<file path="config.mk">
export PLATFORM = sky130hd
export DESIGN_NAME = boot_word_loader
export DESIGN_NICKNAME = d
export VERILOG_FILES = /design/src/rtl/boot_pkg.sv /design/src/rtl/boot_timeout_counter.sv /design/src/rtl/boot_word_loader.sv
export SDC_FILE = /design/constraint.sdc
export NUM_CORES = 1
export LEC_CHECK = 0
export CORE_MARGIN = 2
export CORE_UTILIZATION = 45
export DETAILED_ROUTE_END_ITERATION = 7
export GPL_ROUTABILITY_DRIVEN = 0
export GPL_TIMING_DRIVEN = 0
export HOLD_SLACK_MARGIN = 0.06
export PLACE_DENSITY = 0.66
export SYNTH_ARGS = -nofsm -noshare
export SYNTH_HDL_FRONTEND = slang
export SYNTH_HIERARCHICAL = 1
export SYNTH_SLANG_ARGS = --single-unit
</file>
<file path="constraint.sdc">
create_clock -name clk -period 9.4 [get_ports clk]
set_input_delay 1.88 -clock clk [delete_from_list [all_inputs] [get_ports clk]]
set_output_delay 1.88 -clock clk [all_outputs]
set_load 0.02 [all_outputs]
</file>
<file path="src/rtl/boot_pkg.sv">
// Shared boot-loader definitions: FSM states and UART timing helpers.
package boot_pkg;

  // Loader frame states
  typedef enum logic [1:0] {
    IDLE  = 2'd0,
    COUNT = 2'd1,
    DATA  = 2'd2,
    DRAIN = 2'd3
  } boot_state_t;

  // One UART character: start + 8 data + stop
  localparam int unsigned BITS_PER_CHAR = 32'd10;

  // Clock cycles per UART bit, shared with the receiver's bit timing
  function automatic int unsigned cycles_per_symbol(input int unsigned clk_hz,
                                                    input int unsigned baud);
    return clk_hz / baud;
  endfunction

endpackage

</file>
<file path="src/rtl/boot_timeout_counter.sv">
// Reloadable down-counter that flags the step from 1 to 0 as an expiry.
module boot_timeout_counter #(
  parameter int unsigned RELOAD = 32'd69440
) (
  input  logic i_clk,
  input  logic i_rst_n,
  input  logic i_load,
  input  logic i_dec,
  output logic o_expire
);
  localparam int unsigned CW = $clog2(RELOAD) + 1;
  localparam logic [CW-1:0] c_reload = CW'(RELOAD);

  logic [CW-1:0] r_count;

  // Load on activity, count down while idle, park at zero
  always_ff @(posedge i_clk or negedge i_rst_n) begin
    if (!i_rst_n) begin
      r_count <= '0;
    end else if (i_load) begin
      r_count <= c_reload;
    end else if (i_dec && (r_count != '0)) begin
      r_count <= r_count - CW'(1);
    end else begin
      r_count <= r_count;
    end
  end

  // Expiry is the decrement that reaches zero; a load in that cycle wins
  assign o_expire = i_dec && !i_load && (r_count == CW'(1));

endmodule

</file>
<file path="src/rtl/boot_word_loader.sv">
// Parses a length-prefixed UART boot image into 32-bit memory writes.
module boot_word_loader
  import boot_pkg::*;
#(
  parameter int unsigned clk_frequency = 32'd50000000,
  parameter int unsigned baud_rate     = 32'd115200,
  parameter int unsigned addr_width    = 32'd16,
  parameter int unsigned base_addr     = 32'd0,
  parameter int unsigned timeout_chars = 32'd16
) (
  input  logic                  clk,
  input  logic                  reset_n,
  input  logic                  byte_valid,
  input  logic [7:0]            byte_data,
  output logic                  mem_we,
  input  logic                  mem_ready,
  output logic [addr_width-1:0] mem_addr,
  output logic [31:0]           mem_wdata,
  output logic                  busy,
  output logic                  done,
  output logic                  error_timeout,
  output logic                  error_overflow,
  output logic                  error_size
);
  localparam int unsigned IW = addr_width - 2;
  localparam int unsigned c_reload =
    cycles_per_symbol(clk_frequency, baud_rate) * BITS_PER_CHAR * timeout_chars;
  localparam logic [32:0] c_max_words =
    33'((64'd1 << IW) - 64'(base_addr / 32'd4));
  localparam logic [addr_width-1:0] c_base = addr_width'(base_addr);

  boot_state_t r_state, w_state_nxt;
  logic [1:0]            r_lane;
  logic [23:0]           r_asm;
  logic [IW-1:0]         r_index, r_last_idx;
  logic                  r_mem_we;
  logic [addr_width-1:0] r_mem_addr;
  logic [31:0]           r_mem_wdata;
  logic                  r_busy, r_done, r_error_timeout, r_error_overflow, r_error_size;

  logic        w_busy_nxt, w_done_nxt, w_tout_nxt, w_size_nxt, w_frame_start;
  logic [31:0] w_full;
  logic        w_hs, w_word_done, w_load, w_last, w_expire, w_tmr_load, w_tmr_dec;

  // The 4th byte completes either the count or a data word
  assign w_full      = {byte_data, r_asm};
  assign w_hs        = r_mem_we && mem_ready;
  assign w_word_done = (r_state == DATA) && byte_valid && (r_lane == 2'd3);
  assign w_load      = w_word_done && (!r_mem_we || w_hs);
  assign w_last      = (r_index == r_last_idx);
  assign w_tmr_load  = byte_valid && (r_state != DRAIN);
  assign w_tmr_dec   = ((r_state == COUNT) || (r_state == DATA)) && !byte_valid;

  boot_timeout_counter #(.RELOAD(c_reload)) u_timeout (
    .i_clk    (clk),
    .i_rst_n  (reset_n),
    .i_load   (w_tmr_load),
    .i_dec    (w_tmr_dec),
    .o_expire (w_expire)
  );

  // State register
  always_ff @(posedge clk or negedge reset_n) begin
    if (!reset_n) begin
      r_state <= IDLE;
    end else begin
      r_state <= w_state_nxt;
    end
  end

  // Next state and status strobes
  always_comb begin
    w_state_nxt   = r_state;
    w_busy_nxt    = r_busy;
    w_done_nxt    = 1'b0;
    w_tout_nxt    = 1'b0;
    w_size_nxt    = 1'b0;
    w_frame_start = 1'b0;
    case (r_state)
      IDLE: begin
        if (byte_valid) begin
          w_state_nxt   = COUNT;
          w_busy_nxt    = 1'b1;
          w_frame_start = 1'b1;
        end else begin
          w_busy_nxt = 1'b0;
        end
      end
      COUNT: begin
        if (byte_valid && (r_lane == 2'd3)) begin
          if (w_full == 32'd0) begin
            w_state_nxt = IDLE;
            w_busy_nxt  = 1'b0;
            w_done_nxt  = 1'b1;
          end else if ({1'b0, w_full} > c_max_words) begin
            w_state_nxt = IDLE;
            w_busy_nxt  = 1'b0;
            w_size_nxt  = 1'b1;
          end else begin
            w_state_nxt = DATA;
          end
        end else if (w_expire) begin
          w_state_nxt = IDLE;
          w_busy_nxt  = 1'b0;
          w_tout_nxt  = 1'b1;
        end else begin
          w_state_nxt = COUNT;
        end
      end
      DATA: begin
        if (w_word_done && w_last) begin
          w_state_nxt = DRAIN;
        end else if (w_expire) begin
          w_state_nxt = IDLE;
          w_busy_nxt  = 1'b0;
          w_tout_nxt  = 1'b1;
        end else begin
          w_state_nxt = DATA;
        end
      end
      DRAIN: begin
        // A dropped final word leaves only the earlier pending write to finish
        if (!r_mem_we || w_hs) begin
          w_state_nxt = IDLE;
          w_busy_nxt  = 1'b0;
          w_done_nxt  = 1'b1;
        end else begin
          w_state_nxt = DRAIN;
        end
      end
      default: begin
        w_state_nxt = IDLE;
        w_busy_nxt  = 1'b0;
      end
    endcase
  end

  // Byte lanes, count/word assembly and word index
  always_ff @(posedge clk or negedge reset_n) begin
    if (!reset_n) begin
      r_lane     <= 2'd0;
      r_asm      <= 24'd0;
      r_index    <= '0;
      r_last_idx <= '0;
    end else if (byte_valid && (r_state == IDLE)) begin
      r_asm  <= {16'd0, byte_data};
      r_lane <= 2'd1;
    end else if (byte_valid && ((r_state == COUNT) || (r_state == DATA))) begin
      r_lane <= r_lane + 2'd1;
      case (r_lane)
        2'd0:    r_asm[7:0]   <= byte_data;
        2'd1:    r_asm[15:8]  <= byte_data;
        2'd2:    r_asm[23:16] <= byte_data;
        default: r_asm        <= r_asm;
      endcase
      if (r_lane == 2'd3) begin
        if (r_state == COUNT) begin
          r_index    <= '0;
          r_last_idx <= w_full[IW-1:0] - IW'(1);
        end else begin
          r_index <= r_index + IW'(1);
        end
      end
    end
  end

  // Write port: load a finished word, hold while stalled, drop after handshake
  always_ff @(posedge clk or negedge reset_n) begin
    if (!reset_n) begin
      r_mem_we    <= 1'b0;
      r_mem_addr  <= '0;
      r_mem_wdata <= 32'd0;
    end else if (w_load) begin
      r_mem_we    <= 1'b1;
      r_mem_addr  <= c_base + {r_index, 2'b00};
      r_mem_wdata <= w_full;
    end else if (w_hs) begin
      r_mem_we <= 1'b0;
    end
  end

  // Status outputs and sticky overflow flag
  always_ff @(posedge clk or negedge reset_n) begin
    if (!reset_n) begin
      r_busy           <= 1'b0;
      r_done           <= 1'b0;
      r_error_timeout  <= 1'b0;
      r_error_size     <= 1'b0;
      r_error_overflow <= 1'b0;
    end else begin
      r_busy          <= w_busy_nxt;
      r_done          <= w_done_nxt;
      r_error_timeout <= w_tout_nxt;
      r_error_size    <= w_size_nxt;
      if (w_frame_start) begin
        r_error_overflow <= 1'b0;
      end else if (w_word_done && !w_load) begin
        r_error_overflow <= 1'b1;
      end
    end
  end

  assign mem_we         = r_mem_we;
  assign mem_addr       = r_mem_addr;
  assign mem_wdata      = r_mem_wdata;
  assign busy           = r_busy;
  assign done           = r_done;
  assign error_timeout  = r_error_timeout;
  assign error_overflow = r_error_overflow;
  assign error_size     = r_error_size;

endmodule

</file>
==> flow_summary_export.csv, run 1 <==
group,metric,value,unit
synth,synth_top_area_share,52.8,%
pwr,powerDensity,237,nW/um2
synth,synthArstFlopShare,100,%
critical_path,crit_family,"simple AND/OR/NAND/NOR gates",
timing,worst_pin_slew,0.693,ns
pwr,combPwrFrac,21.0,%
critical_path,cpPeakStageDelay,0.53,ns
timing,finalSetupTns,0,ns
critical_path,worstPathMaxFanout,10,
clock_network,cts_hold_buf,0,
critical_path,crit_type,"in -> reg",
synth,synth_top_area_cell,"dfrtp_1",
pwr,ir_drop,0.123,mV
placement,place_hpwl,9390,um
synth,synth_area,5970,um2
synth,synth-adder-area-share,2.93,%
run_status,status,"complete, no violations",
synth,synth_flop_cell,"dfrtp_1",
clock_network,clock_latency,0.42,ns
routing,vias,4326,
synth,syn_inst,525,
floorplanning,row_count,42,
synth,ys_warn_count,6,
layout,fin_nets,634,
synth,synth_top_family_by_area,"simple AND/OR/NAND/NOR gates",
synth,yosys-top-cells-area,"dfrtp_1 (53%), mux2_2 (11%), xor2_1 (3.1%), ha_1 (2.9%), nand2_1 (2.8%)",
pwr,pwr-share-clk,37.7,%
routing,final_antenna_net_count,0,
timing,report.final.slew_viol_count,0,
critical_path,cp.required,9.70,ns
synth,yosysSeqAreaShare,52.8,%
floorplanning,io-pin-count,66,
layout,area_delta_synth_final,24.8,%
flow_run,max_cap_viol_count,0,
routing,first_pass_iters,5,
critical_path,ff2ff_setup_slack,6.03,ns
clock_network,htree_levels,4,
timing,relSlewSlack,53.3,%
global_route,grt_pass1_wl,21900,um
pwr,p_switching,0.542,mW
synth,synth_compound_area_share,9.81,%
floorplanning,coreArea,13100,um2
synth,synthDistinctLibCells,56,
timing,clock_skew,0.00829,ns
synth,synth_common_cells,"dfrtp_1 (126), mux2_2 (57), nand2_1 (45), nor2_1 (34), o21ai_0 (27)",
routing,initialDrtViolationCount,215,
critical_path,arrival,4.38,ns
global_route,grt_use_total,19.8,%
pwr,power_frac_seq,41.3,%
critical_path,worst_setup_path_start_kind,"input pin",
pwr,netSwitchingFraction,30.6,%
critical_path,path_cells,"buf_2, clkbuf_1, nor2b_1, or3b_2, or4_1, clkbuf_2, nor4_1, mux2_2",
routing,route.detailed.drc,0,
clock_network,post_cts_buffers,0,
clock_network,clk_path_buf_depth,2,
routing,avgRoutedWirePerCell,16.6,um
clock_network,numCtsBuffers,17,
global_route,grt_pass1_vias,4249,
floorplanning,design.die.area,14200,um2
placement,port_buffers,62,
timing,fmax,245,MHz
critical_path,worst_path_max_delay_cell,"or3b_2",
pwr,power,1.77,mW
clock_network,cts_tree,"built",
synth,synthXorXnorAreaFrac,4.55,%
synth,synthMuxAreaShare,11.7,%
clock_network,post_cts_resized,0,
layout,num_antenna_cells,0,
global_route,antenna_found_initial,0,
global_route,grt_max_degree,68,
routing,postRouteWirelength,13200,um
pwr,internal-power,1.23,mW
pwr,leakage,3.37,nW
global_route,gr-total-overflow,0,
timing,setup_viol,0,
routing,drt-vias-per-instance,5.43,
timing,rsz0062_at_grt,"false",
synth,avgSynthCellArea,11.4,um2
timing,hold_violations,0,
synth,yosysMostFrequentCell,"dfrtp_1",
critical_path,end_kind,"register",
timing,period_needed,4.08,ns
floorplanning,initial_core_util,45.6,%
floorplanning,die_x,119,um
critical_path,cp_num_buf_inv,3,
synth,synth-simple-area-share,15.5,%
clock_network,clock-sinks,126,
clock_network,path_clk_slew,0.06,ns
synth,synth_edf_count,0,
min_path,hold_class,"reg -> reg",
timing,period_share,43.4,%
clock_network,cts-root-buf,"clkbuf_16",
layout,final_layout_size_suffix_gt1_share,18.2,%
synth,ys_seq_elements,126,
floorplanning,die_h,119,um
==> cell families after synthesis <==
kind of cell,after synthesis
simple gates,172
flops,126
compound gates,88
mux,62
xor+xnor,31
buf+inv,31
fa+ha+maj,14
other cells,1
==> metrics by stage <==
stage / util [%] / hold WS (ns) / instance area, um2 / worst slack [ns] / std cells
after detailed placement: 52.3 / 0.479 / 6850 / 4.89 / 765
after global routing: 56.9 / 0.515 / 7450 / 5.09 / 797
final: 56.9 / 0.493 / 7450 / 5.32 / 797
after floorplan: - / 0.467 / 5980 / 5.20 / 526
after CTS: 56.9 / 0.495 / 7450 / 5.33 / 797
after global placement: 52.1 / 0.475 / 6820 / 1.54 / 764
==> power by group through the flow <==
stage	sequential (mW)	clock (mW)	combinational, mW
after floorplan	0.709	0	0.283
after global placement	0.734	0	0.357
after detailed placement	0.740	0	0.370
after CTS	0.731	0.678	0.374
after global routing	0.746	0.702	0.419
final	0.731	0.667	0.371
==> cells in the final DEF (no fill, tap or decap), types with 3 or more instances in the layout <==
| master | count |
|---|---|
| bufinv_16 | 3 |
| and3_1 | 5 |
| dfrtp_1 | 126 |
| nor3_1 | 12 |
| a21oi_1 | 13 |
| clkbuf_1 | 9 |
| clkinv_2 | 3 |
| a21o_1 | 4 |
| ha_1 | 14 |
| buf_2 | 4 |
| and4_1 | 3 |
| nor3b_2 | 3 |
| o21ai_0 | 27 |
| or4_1 | 9 |
| a22o_1 | 17 |
| clkinvlp_4 | 3 |
| nor4_1 | 12 |
| xor2_1 | 21 |
| buf_6 | 3 |
| nand4_1 | 3 |
| buf_4 | 6 |
| mux2_1 | 4 |
| nand2_1 | 45 |
| xnor2_1 | 10 |
| inv_1 | 10 |
| inv_6 | 3 |
| or3_1 | 6 |
| nand3_1 | 16 |
| clkbuf_16 | 17 |
| nor2_1 | 34 |
| clkdlybuf4s50_1 | 61 |
| mux2_2 | 57 |
| nor2b_1 | 10 |
| o31ai_1 | 7 |
==> flip-flops by register name (all words and copies together), names as in the netlist <==
register,count
error_timeout,1
r_asm,24
done,1
error_overflow,1
r_state,2
busy,1
mem_addr,14
r_lane,2
mem_wdata,32
error_size,1
mem_we,1
u_timeout/r_count,18
r_index,14
r_last_idx,14
==> final timing paths <==
check	to	cells past startpoint	from
min in group asynchronous	u_timeout/r_count[14]	1	reset_n
worst max-delay path	u_timeout/r_count[17]	8	byte_valid
max in group asynchronous	mem_wdata[4]	2	reset_n
worst min register to register	mem_wdata[5]	1	mem_wdata[5]
worst min-delay path	mem_wdata[5]	1	mem_wdata[5]
worst max register to register	u_timeout/r_count[17]	9	r_state[1]
==> routing by layer <==
metal	part of all wire, %	track usage, %
met5	0	0
met4	1.7	7.44
met3	4.5	5.32
met2	46	30.3
met1	47	27.2
==> area by class of cell <==
cell class / instances / area [um2]
clock buffer: 19 / 443
inverter: 10 / 37.5
buffer: 21 / 123
multi-input combinational: 369 / 2660
tap: 176 / 220
timing repair buffer: 63 / 649
clock inverter: 13 / 163
sequential: 126 / 3150
fill: 1132 / 5630
(Power assumes the default switching activity.)
==> inputs of run 2 (changes only) <==
--- a/config.mk
+++ b/config.mk
@@ -11,7 +11,7 @@
 export GPL_ROUTABILITY_DRIVEN = 0
 export GPL_TIMING_DRIVEN = 0
 export HOLD_SLACK_MARGIN = 0.06
-export PLACE_DENSITY = 0.66
+export PLACE_DENSITY = 0.69
 export SYNTH_ARGS = -nofsm -noshare
 export SYNTH_HDL_FRONTEND = slang
 export SYNTH_HIERARCHICAL = 1
==> constraint.sdc (replaced) <==
create_clock -name clk -period 3.4 [get_ports clk]
set_input_delay 0.68 -clock clk [delete_from_list [all_inputs] [get_ports clk]]
set_output_delay 0.68 -clock clk [all_outputs]
set_load 0.02 [all_outputs]
==> run 2 against run 1 <==
Net effect: critical path type is now reg -> reg; die area unchanged; combinational power rose to 2.8 times the previous value; non-clock buffer count unchanged; sequential power rose to 2.8 times the previous value; setup slack worse by 5.2 ns; flip-flop and latch count unchanged; count of clock-buffer cells in the layout up 3; clock skew up 0.0018 ns.
==> flow_summary_export.csv, run 2 (synthesis results as in run 1) <==
group,metric,value,unit
clock_network,path_clk_slew,0.06,ns
routing,vias,4348,
pwr,ir_drop,0.324,mV
clock_network,cts-root-buf,"clkbuf_16",
critical_path,worst_setup_path_start_kind,"register",
global_route,gr-total-overflow,0,
global_route,grt_max_degree,80,
floorplanning,coreArea,13100,um2
pwr,powerDensity,648,nW/um2
layout,final_cell_mix,"dfrtp_1 (126), clkdlybuf4s50_1 (61), mux2_2 (57), nand2_1 (45), nor2_1 (34)",
timing,fmax,309,MHz
run_status,status,"complete, no violations",
timing,rsz0062_at_grt,"false",
flow_run,max_cap_viol_count,0,
routing,avgRoutedWirePerCell,16.5,um
placement,place_hpwl,9240,um
global_route,antenna_found_initial,0,
timing,worst_pin_slew,0.705,ns
global_route,grt_pass1_vias,4364,
critical_path,crit_type,"reg -> reg",
pwr,power,4.81,mW
routing,initialDrtViolationCount,264,
routing,postRouteWirelength,13100,um
critical_path,crit_family,"simple AND/OR/NAND/NOR gates",
layout,fillers,1094,
clock_network,htree_levels,4,
layout,num_antenna_cells,0,
clock_network,post_cts_buffers,0,
layout,fin_nets,634,
timing,report.final.slew_viol_count,0,
layout,final_layout_size_suffix_gt1_share,17.8,%
critical_path,cp_num_buf_inv,3,
clock_network,clk_path_buf_depth,2,
timing,period_needed,3.23,ns
timing,hold_violations,0,
critical_path,cp.required,3.70,ns
clock_network,numCtsBuffers,17,
global_route,grt_use_total,19.9,%
floorplanning,die_h,119,um
global_route,grt_pass1_wl,22200,um
critical_path,crit_end,"u_timeout/r_count[17]",
pwr,leakage,3.36,nW
critical_path,worstPathMaxFanout,10,
layout,largest_reg_flops,32,
floorplanning,row_count,42,
layout,area_delta_synth_final,24.2,%
critical_path,arrival,3.54,ns
timing,relSlewSlack,52.6,%
critical_path,cpPeakStageDelay,0.52,ns
critical_path,rr_startpoint,"r_state[1]",
critical_path,worst_path_max_delay_cell,"or3b_2",
clock_network,clock_latency,0.42,ns
routing,route.detailed.drc,0,
critical_path,ff2ff_path_depth,9,
min_path,hold_class,"in -> async",
placement,port_buffers,62,
timing,timing.hold.ws,0.191,ns
timing,setup_viol,0,
layout,mostFrequentLayoutCell,"dfrtp_1",
clock_network,clock-sinks,126,
routing,first_pass_iters,4,
floorplanning,initial_core_util,45.6,%
floorplanning,design.die.area,14200,um2
critical_path,crit_start,"r_state[1]",
routing,final_antenna_net_count,0,
routing,drt-vias-per-instance,5.48,
clock_network,cts_hold_buf,0,
critical_path,cp_num_cells,9,
timing,period_share,95.1,%
timing,clock_skew,0.0101,ns
floorplanning,io-pin-count,66,
clock_network,post_cts_resized,0,
critical_path,end_kind,"register",
floorplanning,die_x,119,um
critical_path,ff2ff_setup_slack,0.17,ns
critical_path,path_cells,"inv_1, ha_1, buf_2, nor2b_2, or3b_2, or4_1, clkbuf_2, nor4_1, mux2_2",
critical_path,rr_endpoint,"u_timeout/r_count[17]",
clock_network,cts_tree,"built",
## run 2: layer usage
layer / vias to the layer above / global-route usage [%] / part of all wire (%)
met2: 112 / 30.1 / 45
met1: 2147 / 27.2 / 47
met4: 0 / 7.22 / 1.6
li1: 2066 / - / -
met3: 23 / 6.18 / 5.5
met5: - / 0 / 0
## run 2: area by class of cell
| cell class | instances | area, um2 | area share [%] |
|---|---|---|---|
| clock inverter | 6 | 86.3 | 1.16 |
| timing repair buffer | 63 | 649 | 8.75 |
| clock buffer | 22 | 484 | 6.53 |
| multi-input combinational | 369 | 2670 | 35.9 |
| sequential | 126 | 3150 | 42.5 |
| buffer | 21 | 123 | 1.65 |
| tap | 176 | 220 | 2.97 |
| inverter | 10 | 37.5 | 0.506 |
## run 2: where the power goes
part | internal [mW] | switching, mW | leakage (nW) | total (mW)
clock | 1.14 | 0.613 | 0.280 | 1.75
combinational | 0.484 | 0.546 | 1.41 | 1.03
sequential | 1.74 | 0.287 | 1.67 | 2.03
## run 2: worst min path at each step
stage,start,to,slack (ns),depth (start not counted)
5_1_grt,reset_n,u_timeout/r_count[7],0.22,1
6_report,reset_n,u_timeout/r_count[7],0.19,1
2_1_floorplan,reset_n,busy,0.38,0
3_3_place_gp,mem_wdata[29],mem_wdata[29],0.47,1
3_5_place_dp,mem_wdata[27],mem_wdata[27],0.48,1
4_1_cts,reset_n,u_timeout/r_count[6],0.20,1
## run 2: metrics by stage
stage / TNS [ns] / util (%) / area [um2] / std cells / setup WS (ns)
global placement: -397.35 / 52.1 / 6820 / 764 / -3.16
floorplan: 0 / - / 5980 / 526 / 0.397
finish: 0 / 56.7 / 7420 / 793 / 0.167
CTS: 0 / 56.7 / 7420 / 793 / 0.0881
global route: 0 / 56.7 / 7420 / 793 / 0.0424
detailed placement: 0 / 52.3 / 6850 / 765 / 0.101
